==> src/rtl/fetch_sequencer.sv <==
// -----------------------------------------------------------------------------
// fetch_sequencer
//   Fetch-stage controller in front of the instruction-register stage. Owns the
//   PC, addresses instruction memory, and splits the word stream into
//   instruction / immediate pairs. Handles boot (PC loaded from RESET_VEC),
//   two-word instructions (second word emitted as a bubble slot carrying the
//   immediate), jump redirects and interrupt entry (PC save + vector load).
//
// Ports
//   clk_i          rising-edge clock
//   rst_ni         asynchronous active-low reset
//   stall_i        hold PC, state and registered outputs
//   jump_en_i      redirect request from execute
//   jump_addr_i    redirect target
//   int_req_i      interrupt request, latched into a pending flag
//   imem_data_i    instruction word read combinationally at imem_addr_o
//   imem_addr_o    instruction memory address
//   instr_o        instruction to IR stage (registered)
//   imm_o          immediate word (registered, held until the next immediate)
//   valid_o        instr_o is a live slot
//   bubble_o       slot is the immediate bubble
//   int_ack_o      one-cycle pulse: interrupt accepted
//   saved_pc_o     return PC captured at interrupt entry
//   saved_pc_vld_o one-cycle pulse alongside the saved_pc_o update
// -----------------------------------------------------------------------------
module fetch_sequencer #(
    parameter int                PC_W      = 32,
    parameter logic [PC_W-1:0]   RESET_VEC = '0,
    parameter logic [PC_W-1:0]   INT_VEC   = PC_W'(1),
    parameter int                IMM_BIT   = 2,
    parameter logic [15:0]       BUBBLE_OP = 16'h07F8
) (
    input  logic            clk_i,
    input  logic            rst_ni,
    input  logic            stall_i,
    input  logic            jump_en_i,
    input  logic [PC_W-1:0] jump_addr_i,
    input  logic            int_req_i,
    input  logic [15:0]     imem_data_i,
    output logic [PC_W-1:0] imem_addr_o,
    output logic [15:0]     instr_o,
    output logic [15:0]     imm_o,
    output logic            valid_o,
    output logic            bubble_o,
    output logic            int_ack_o,
    output logic [PC_W-1:0] saved_pc_o,
    output logic            saved_pc_vld_o
);

    typedef enum logic [2:0] {
        S_BOOT, S_FETCH, S_FETCH_IMM, S_INT_SAVE, S_INT_VEC
    } state_e;

    state_e          state_q, state_d;
    logic [PC_W-1:0] pc_q, pc_d;
    logic [PC_W-1:0] spc_q, spc_d;
    logic            int_pend_q, int_pend_d;
    logic [3:0]      hold_rd_q, hold_rd_d;
    logic [15:0]     instr_q, instr_d;
    logic [15:0]     imm_q, imm_d;
    logic            valid_q, valid_d;
    logic            bubble_q, bubble_d;
    logic            ack_q, ack_d;

    always_ff @(posedge clk_i or negedge rst_ni) begin
        if (!rst_ni) begin
            state_q    <= S_BOOT;
            pc_q       <= RESET_VEC;
            spc_q      <= '0;
            int_pend_q <= 1'b0;
            hold_rd_q  <= '0;
            instr_q    <= '0;
            imm_q      <= '0;
            valid_q    <= 1'b0;
            bubble_q   <= 1'b0;
            ack_q      <= 1'b0;
        end else begin
            state_q    <= state_d;
            pc_q       <= pc_d;
            spc_q      <= spc_d;
            int_pend_q <= int_pend_d;
            hold_rd_q  <= hold_rd_d;
            instr_q    <= instr_d;
            imm_q      <= imm_d;
            valid_q    <= valid_d;
            bubble_q   <= bubble_d;
            ack_q      <= ack_d;
        end
    end

    always_comb begin
        state_d    = state_q;
        pc_d       = pc_q;
        spc_d      = spc_q;
        hold_rd_d  = hold_rd_q;
        instr_d    = instr_q;
        imm_d      = imm_q;
        valid_d    = valid_q;
        bubble_d   = bubble_q;
        ack_d      = 1'b0;
        // Requests latch in every state, including while stalled.
        int_pend_d = int_pend_q | int_req_i;

        if (jump_en_i && (state_q == S_FETCH || state_q == S_FETCH_IMM)) begin
            // Redirect drops any half-fetched two-word instruction.
            pc_d     = jump_addr_i;
            valid_d  = 1'b0;
            bubble_d = 1'b0;
            state_d  = S_FETCH;
        end else if (!stall_i) begin
            case (state_q)
                S_BOOT: begin
                    pc_d     = PC_W'(imem_data_i);
                    valid_d  = 1'b0;
                    bubble_d = 1'b0;
                    state_d  = S_FETCH;
                end
                S_FETCH: begin
                    if (int_pend_q) begin
                        // Interrupts enter only here, so a two-word
                        // instruction is never split.
                        valid_d  = 1'b0;
                        bubble_d = 1'b0;
                        state_d  = S_INT_SAVE;
                    end else begin
                        instr_d  = imem_data_i;
                        valid_d  = 1'b1;
                        bubble_d = 1'b0;
                        pc_d     = pc_q + PC_W'(1);
                        if (imem_data_i[IMM_BIT]) begin
                            hold_rd_d = imem_data_i[6:3];
                            state_d   = S_FETCH_IMM;
                        end
                    end
                end
                S_FETCH_IMM: begin
                    imm_d        = imem_data_i;
                    instr_d      = BUBBLE_OP;
                    instr_d[6:3] = hold_rd_q;
                    valid_d      = 1'b1;
                    bubble_d     = 1'b1;
                    pc_d         = pc_q + PC_W'(1);
                    state_d      = S_FETCH;
                end
                S_INT_SAVE: begin
                    spc_d      = pc_q;
                    ack_d      = 1'b1;
                    // A request arriving now is serviced after this one.
                    int_pend_d = int_req_i;
                    valid_d    = 1'b0;
                    bubble_d   = 1'b0;
                    state_d    = S_INT_VEC;
                end
                S_INT_VEC: begin
                    pc_d     = PC_W'(imem_data_i);
                    valid_d  = 1'b0;
                    bubble_d = 1'b0;
                    state_d  = S_FETCH;
                end
                default: state_d = S_BOOT;
            endcase
        end
    end

    always_comb begin
        case (state_q)
            S_BOOT:    imem_addr_o = RESET_VEC;
            S_INT_VEC: imem_addr_o = INT_VEC;
            default:   imem_addr_o = pc_q;
        endcase
    end

    assign instr_o        = instr_q;
    assign imm_o          = imm_q;
    assign valid_o        = valid_q;
    assign bubble_o       = bubble_q;
    assign int_ack_o      = ack_q;
    assign saved_pc_o     = spc_q;
    assign saved_pc_vld_o = ack_q;

endmodule

==> config.mk <==
export PLATFORM = sky130hd
export DESIGN_NAME = fetch_sequencer
export DESIGN_NICKNAME = d
export VERILOG_FILES = /design/src/rtl/fetch_sequencer.sv
export SDC_FILE = /design/constraint.sdc
export NUM_CORES = 1
export LEC_CHECK = 0
export BUFFER_PORTS_ARGS = -buffer_cell sky130_fd_sc_hd__buf_4
export CORE_MARGIN = 4
export CORE_UTILIZATION = 40
export CTS_CLUSTER_DIAMETER = 50
export DETAILED_ROUTE_END_ITERATION = 6
export PLACE_DENSITY = 0.62
export SYNTH_ARGS = -nofsm -noshare
export SYNTH_HDL_FRONTEND = slang
export SYNTH_SLANG_ARGS = --single-unit
==> constraint.sdc <==
create_clock -name clk_i -period 2.2 [get_ports clk_i]
set_clock_uncertainty 0.2 [all_clocks]
set_input_delay 0.22 -clock clk_i [delete_from_list [all_inputs] [get_ports clk_i]]
set_output_delay 0.22 -clock clk_i [all_outputs]
set_load 0.05 [all_outputs]
* After elaboration in Yosys (flattened, before gate mapping)
Cells that the tools add are included.
** Operators by class
- Divide/modulo/power cells :: 0
- Reduce and logical (&&, ||, !) cells :: 19
- Muxes and demuxes :: 25
- Equality and inequality tests :: 8
- Add/sub/neg operators :: 1
- $lt $le $gt $ge :: 0
- Multiply operators :: 0
- Bitwise operators :: 4
- Shifts and indexed selects :: 0
** Operator list (count)
- 2-to-1 mux 32 bit :: 3
- case mux 32 bit (3 select lines) :: 1
- case mux 32 bit (2 select lines) :: 1
- adder 32 x 1 -> 32 bit, second input constant :: 1
- case mux 16 bit (2 select lines) :: 1
- 2-to-1 mux 16 bit :: 1
- 2-to-1 mux 3 bit :: 4
- 2-to-1 mux 1 bit :: 11
- case mux 3 bit (3 select lines) :: 1
- AND reduction 3 bit :: 3
- nonzero test 4 bit :: 2
- equality test 3 x 2 -> 1 bit, second input constant :: 2
- AND reduction 2 bit :: 3
- OR reduction 3 bit :: 2
- AND reduction 5 bit :: 1
- != test 4 x 3 -> 1 bit, second input constant :: 1
- AND reduction 4 bit :: 1
- OR reduction 4 bit :: 1
- equality test 3 x 1 -> 1 bit, second input constant :: 1
- equality test 3 bit, second input constant :: 1
- logical NOT 3 bit :: 1
- != test 3 x 2 -> 1 bit, second input constant :: 1
- NOT 1 bit :: 3
- case mux 1 bit (3 select lines) :: 1
- other kinds (9) :: 9
** Storage, ports and cells
- Memory bits (read-only) :: 0
- Register bits :: 107
- Output and inout port bits :: 100
- Bits in latches :: 0
- RAM bits :: 0
- Memories :: 0
- Input bits :: 53
- Logic and storage cells :: 67

* Longest topological paths before layout
- Depth in word-level cells :: 5
- Gate-level depth with buffers :: 8
- Gate-level depth less buffers :: 6

* Least setup slack after synthesis
Ideal clock, no wire load.
- Kind :: reg-to-output
- Start point :: register state_q[1]
- End point :: output port imem_addr_o[0]
- Stages on the path, launching flop included :: 5
- Setup slack :: -0.137 ns
- Buffers on the path :: 2
- Data required time :: 1.780 ns
- Data arrival time :: 1.917 ns
- Cells stage by stage :: dfrtp_1 -> buf_2 -> nor2_1 -> clkbuf_1 -> o21ai_0
** On the way
- Longest elaborated chain between the ends :: 2
** RTL lines
- from (decl) :: line 54 : state_e state_q, state_d;
- from (signal assigned) :: line 78 : state_q <= state_d;
- equality test 3 bit or logical NOT 3 bit (tied branches) :: line 166 : case (state_q)
- case mux 32 bit (2 select lines) * :: line 166
- to (decl) :: line 40 : output logic [PC_W-1:0] imem_addr_o,
Mark *: on every way between the ends. The rest lies on a longest branch, timed or not.

* Worst setup path in the final report
- Start point :: register state_q[0]
- End point :: register pc_q[21]
** On the way
- Longest elaborated chain between the ends :: 5
** RTL lines
- equality test 3 bit, or another cell as far along :: line 111 : case (state_q)
- OR reduction 2 bit (no source line) or logical OR 1 bit (tied branches)
- case mux 32 bit (3 select lines) or logical AND 1 bit (tied branches) :: line 111, 104
- 2-to-1 mux 32 bit, or another cell as far along :: line 110 : end else if (!stall_i) begin
- 2-to-1 mux 32 bit or AND reduction 3 bit (tied branches)
- to (signal assigned) :: line 79 : pc_q <= pc_d;
- to (decl) :: line 55 : logic [PC_W-1:0] pc_q, pc_d;
Parallel ways exist; a longest one is shown, timed or not. The select of a mux whose other input is x is not followed.
A chain may end at the register's enable or synchronous reset.

==> results.md <==
- The max-slew violation total from the final report is 0.
- The final RePlAce weighted congestion is 0.867.
- STA classifies the critical path endpoint as a flop.
- The leakage power is 0.00378 uW.
- The worst vdd rail ir drop is 1.04 mV.
- The total of warnings raised by yosys is 0.
- In this run, the combinational gates consume 64.9% of the power.
- After layout, the minimum clock period comes to 2.26 ns.
- In this run, placement finished with an instance count of 892.
- Of all nets on the critical path, the largest fanout is 5.
- The biggest area contributor in the post-synthesis netlist is sky130_fd_sc_hd__dfrtp_1.
- In this run, flip-flops and latches consume 23.6% of the power.
- Derived from the worst setup path, the maximum achievable clock frequency is 443 MHz.
- Across all setup checks in the final design, the least slack found is -0.0570 ns.
- The area growth from synthesis to layout is 52.1%.
- The total of endpoints with negative setup slack in the final report is 10.
- The iteration-0 DRC count of the detailed router is 283.
- In this run, synthesis produced a sequential element count of 107.
- The number of nets in the layout is 836.
- The first global-routing pass estimated 28,700 um of wire.
- The repair_antennas step left the layout with diodes totalling 0.
- The number of rows created at floorplan is 42.
- The actual transition at the worst max-transition pin is 0.635 ns.
- In the synthesized netlist the async set-or-reset flop fraction comes to 100%.
- The number of global-route vias before repair came to 5,449.
- The floorplan step set the die height to 124 um.
- The iteration count of the initial detailed-routing pass is 5.
- The most used flip-flop cell after synthesis is sky130_fd_sc_hd__dfrtp_1.
- The via density per instance is 5.33.
- The register clock-pin slew on the reported worst setup and hold paths is 0.08 ns.
- The distinct cell type count after synthesis is 59.
- Clock latency on the worst-skew pair, taken at its later pin, is 0.36 ns.
- The floorplan step defined a core boundary enclosing 13,200 um2.
- The sort of element at the start of the critical path is a flop.
- In the layout the commonest cells are sky130_fd_sc_hd__buf_4, sky130_fd_sc_hd__dfrtp_1, sky130_fd_sc_hd__nand2_1, sky130_fd_sc_hd__mux2_2, sky130_fd_sc_hd__dlygate4sd3_1.
- The number of primary I/O pins is 153.
- Setup repair after global routing could not meet its margin everywhere.
- The final antenna-violating net count is 0.
- The initial antenna violation count is 0.
- In this run the biggest area consumer among cell types represents 49.4% of the synthesized area.
- Data arrives at the worst endpoint at 2.32 ns.
- The switching component of the power is 7270 uW.
- The global-route congestion overflow total is 0.
- The mapped netlist covers 5420 um2.
- The die covers 15,500 um2.
- In this run the tool buffered the top-level ports with 152 buffer cells.
- The fill cell instance count of the final layout is 1,111.
- Once the floorplan was initialized, standard cells occupied 40.9% of the core.
- The sequential-to-total area share from yosys stat is 49.4%.
- The TritonCTS sink count is 107.
- Ranked by total cell area, the synthesized netlist is headed by sky130_fd_sc_hd__dfrtp_1, sky130_fd_sc_hd__mux2_2, sky130_fd_sc_hd__nand2_1, sky130_fd_sc_hd__and2_1, sky130_fd_sc_hd__nor2_1.
- In this run switching power makes up 50.3% of total power.
- The proportion of power drawn by the clock network is 11.5%.
- The class of the tightest hold or removal check is primary input to flop.
- The TritonCTS buffer count is 9.
- TritonCTS built the clock tree.
- After synthesis, the mean cell area works out to 10.0 um2.
- The final routed wire length divided by cell count is 18.1 um.
- The via total after detailed routing is 5,135.
- For this run, design rule violations remaining after detail routing come to 0.
- The net count of the mapped netlist is 596.
- The number of flops mapped to enable cells by yosys is 0.
- The checks that failed: setup timing.
- The post-layout instance count excluding filler cells is 963.
- The total wire length is 17,400 um.
- Entering global routing, the biggest net connects 44 pins.
- The max-cap check violation count is 0.
- The H-tree generated during clock tree synthesis spans 3 levels.
- The maximum buffer depth of the clock tree is 2.
- The detailed placer's ending HPWL is 12,600 um.
- The number of failing hold endpoints at the final stage is 0.
- The overall die width is 124 um.
- Leaving out fill and tap cells, the most frequent cell in the layout is sky130_fd_sc_hd__buf_4.
- The share of the core filled with cells in the final layout is 62.3%.
- STA puts the critical path data required time at 2.26 ns.
- The worst max-slew margin expressed relative to the limit is 57.7%.
- The cell area power density is 1750 nW/um2.
- In the global route stage, overall resource usage came out at 22.8%.
- The share of final-layout standard cells stronger than drive strength 1 is 43.7%.
- The internal power consumption is 7190 uW.
- The type of the setup path with the least slack is flop to flop.
- The flow ran to the end, but the final reports show violations.
- Counting every instance in the synthesized netlist gives 542.
- The tree is rooted in a sky130_fd_sc_hd__clkbuf_16.
- Of the available clock period, the critical path in the final layout requires 103%.
cell type report:
cell class / instances / area (um2) / area share [%]
clock buffers: 9 / 225 / 2.73
repair buffers: 272 / 2340 / 28.4
flip-flops and latches: 107 / 2680 / 32.5
inverters: 10 / 37.5 / 0.455
well taps: 176 / 220 / 2.67
multi-input cells: 382 / 2670 / 32.3
clock inverters: 7 / 76.3 / 0.926
registers in the layout (all words and copies together) (netlist names):
register / cells
imm_o: 16
state_q: 3
valid_o: 1
hold_rd_q: 4
bubble_o: 1
saved_pc_o: 32
instr_o: 16
int_ack_o: 1
pc_q: 32
int_pend_q: 1
worst max-delay path, stage by stage (launching register included):
cell	delay [ns]
sky130_fd_sc_hd__dfrtp_1	0.39
sky130_fd_sc_hd__or3b_4	0.40
sky130_fd_sc_hd__a2111o_1	0.48
sky130_fd_sc_hd__or3_4	0.47
sky130_fd_sc_hd__o311ai_4	0.22
logic make-up after synthesis:
logic type | synth area share [%]
buffers and inverters | 4.09
adders and majority gates | 0.231
xor gates and xnor gates | 1.62
AOI/OAI and AO/OA | 13.4
DFF | 49.4
muxes | 12.1
and+or+nand+nor | 19.2
power by group through the flow:
| stage | Sequential, uW | Combinational [uW] | Clock (uW) |
|---|---|---|---|
| global route | 3540 | 9960 | 1780 |
| CTS | 3420 | 9210 | 1710 |
| detailed placement | 3440 | 8900 | 0 |
| finish | 3420 | 9390 | 1660 |
| global placement | 3410 | 8800 | 0 |
| floorplan | 5320 | 4020 | 0 |
cells in the mapped netlist, drive strengths merged (2+ instances only):
cell	instances
a2111oi	2
a211oi	2
a21o	4
a21oi	22
a221o	5
a22o	2
a22oi	12
a31oi	3
and2	27
and3	5
and4	4
buf	16
clkbuf	27
dfrtp	107
inv	10
mux2	52
mux2i	7
nand2	53
nand2b	3
nand3	15
nand3b	2
nand4	11
nor2	45
nor3	9
nor4	6
nor4b	2
o211ai	6
o21ai	34
o21bai	2
o22ai	3
o2bb2ai	4
o311ai	3
or2	4
or3	8
or3b	2
or4	3
xnor2	7
xor2	3
per-stage QoR:
step | power (uW) | hold slack, ns | TNS (ns) | setup WS [ns] | cell area (um2)
after floorplan | 9340 | -0.276 | -0.00118 | -0.00118 | 5480
after global placement | 12200 | 0.0726 | -0.0212 | -0.0212 | 7170
after detailed placement | 12300 | 0.0757 | -0.244 | -0.0933 | 7170
after CTS | 14300 | 0.00870 | -1.10 | -0.108 | 8120
after global routing | 15300 | 0.0291 | -1.05 | -0.101 | 8250
final | 14500 | 0.0194 | -0.191 | -0.0570 | 8250
routing by layer:
layer	share of wire [%]	track usage, %
met5	0	0
met4	2.7	9.48
met3	4.7	4.20
met2	51	37.7
met1	42	29.3
final timing paths:
check                                start             end  slack, ns  cells past startpoint
setup / recovery                state_q[0]        pc_q[21]      -0.06                      4
hold / removal             jump_addr_i[18]        pc_q[18]       0.02                      3
setup reg to reg                state_q[0]        pc_q[21]      -0.06                      4
hold reg to reg                instr_o[10]     instr_o[10]       0.29                      2
max in group asynchronous           rst_ni      instr_o[9]       0.93                      3
min in group asynchronous           rst_ni  saved_pc_o[17]       0.22                      2
what timing repair did:
item / 4_1_cts / 5_1_grt
gates cloned: 1 / 0
buffers inserted: 6 / 4
gates resized for setup: 30 / 37
hold buffers: 46 / 0
endpoints found under the hold margin: 100 / 0
setup endpoints to repair: 31 / 65
pin swaps: 2 / 15
Note: power is estimated with default switching activity, not from simulation.
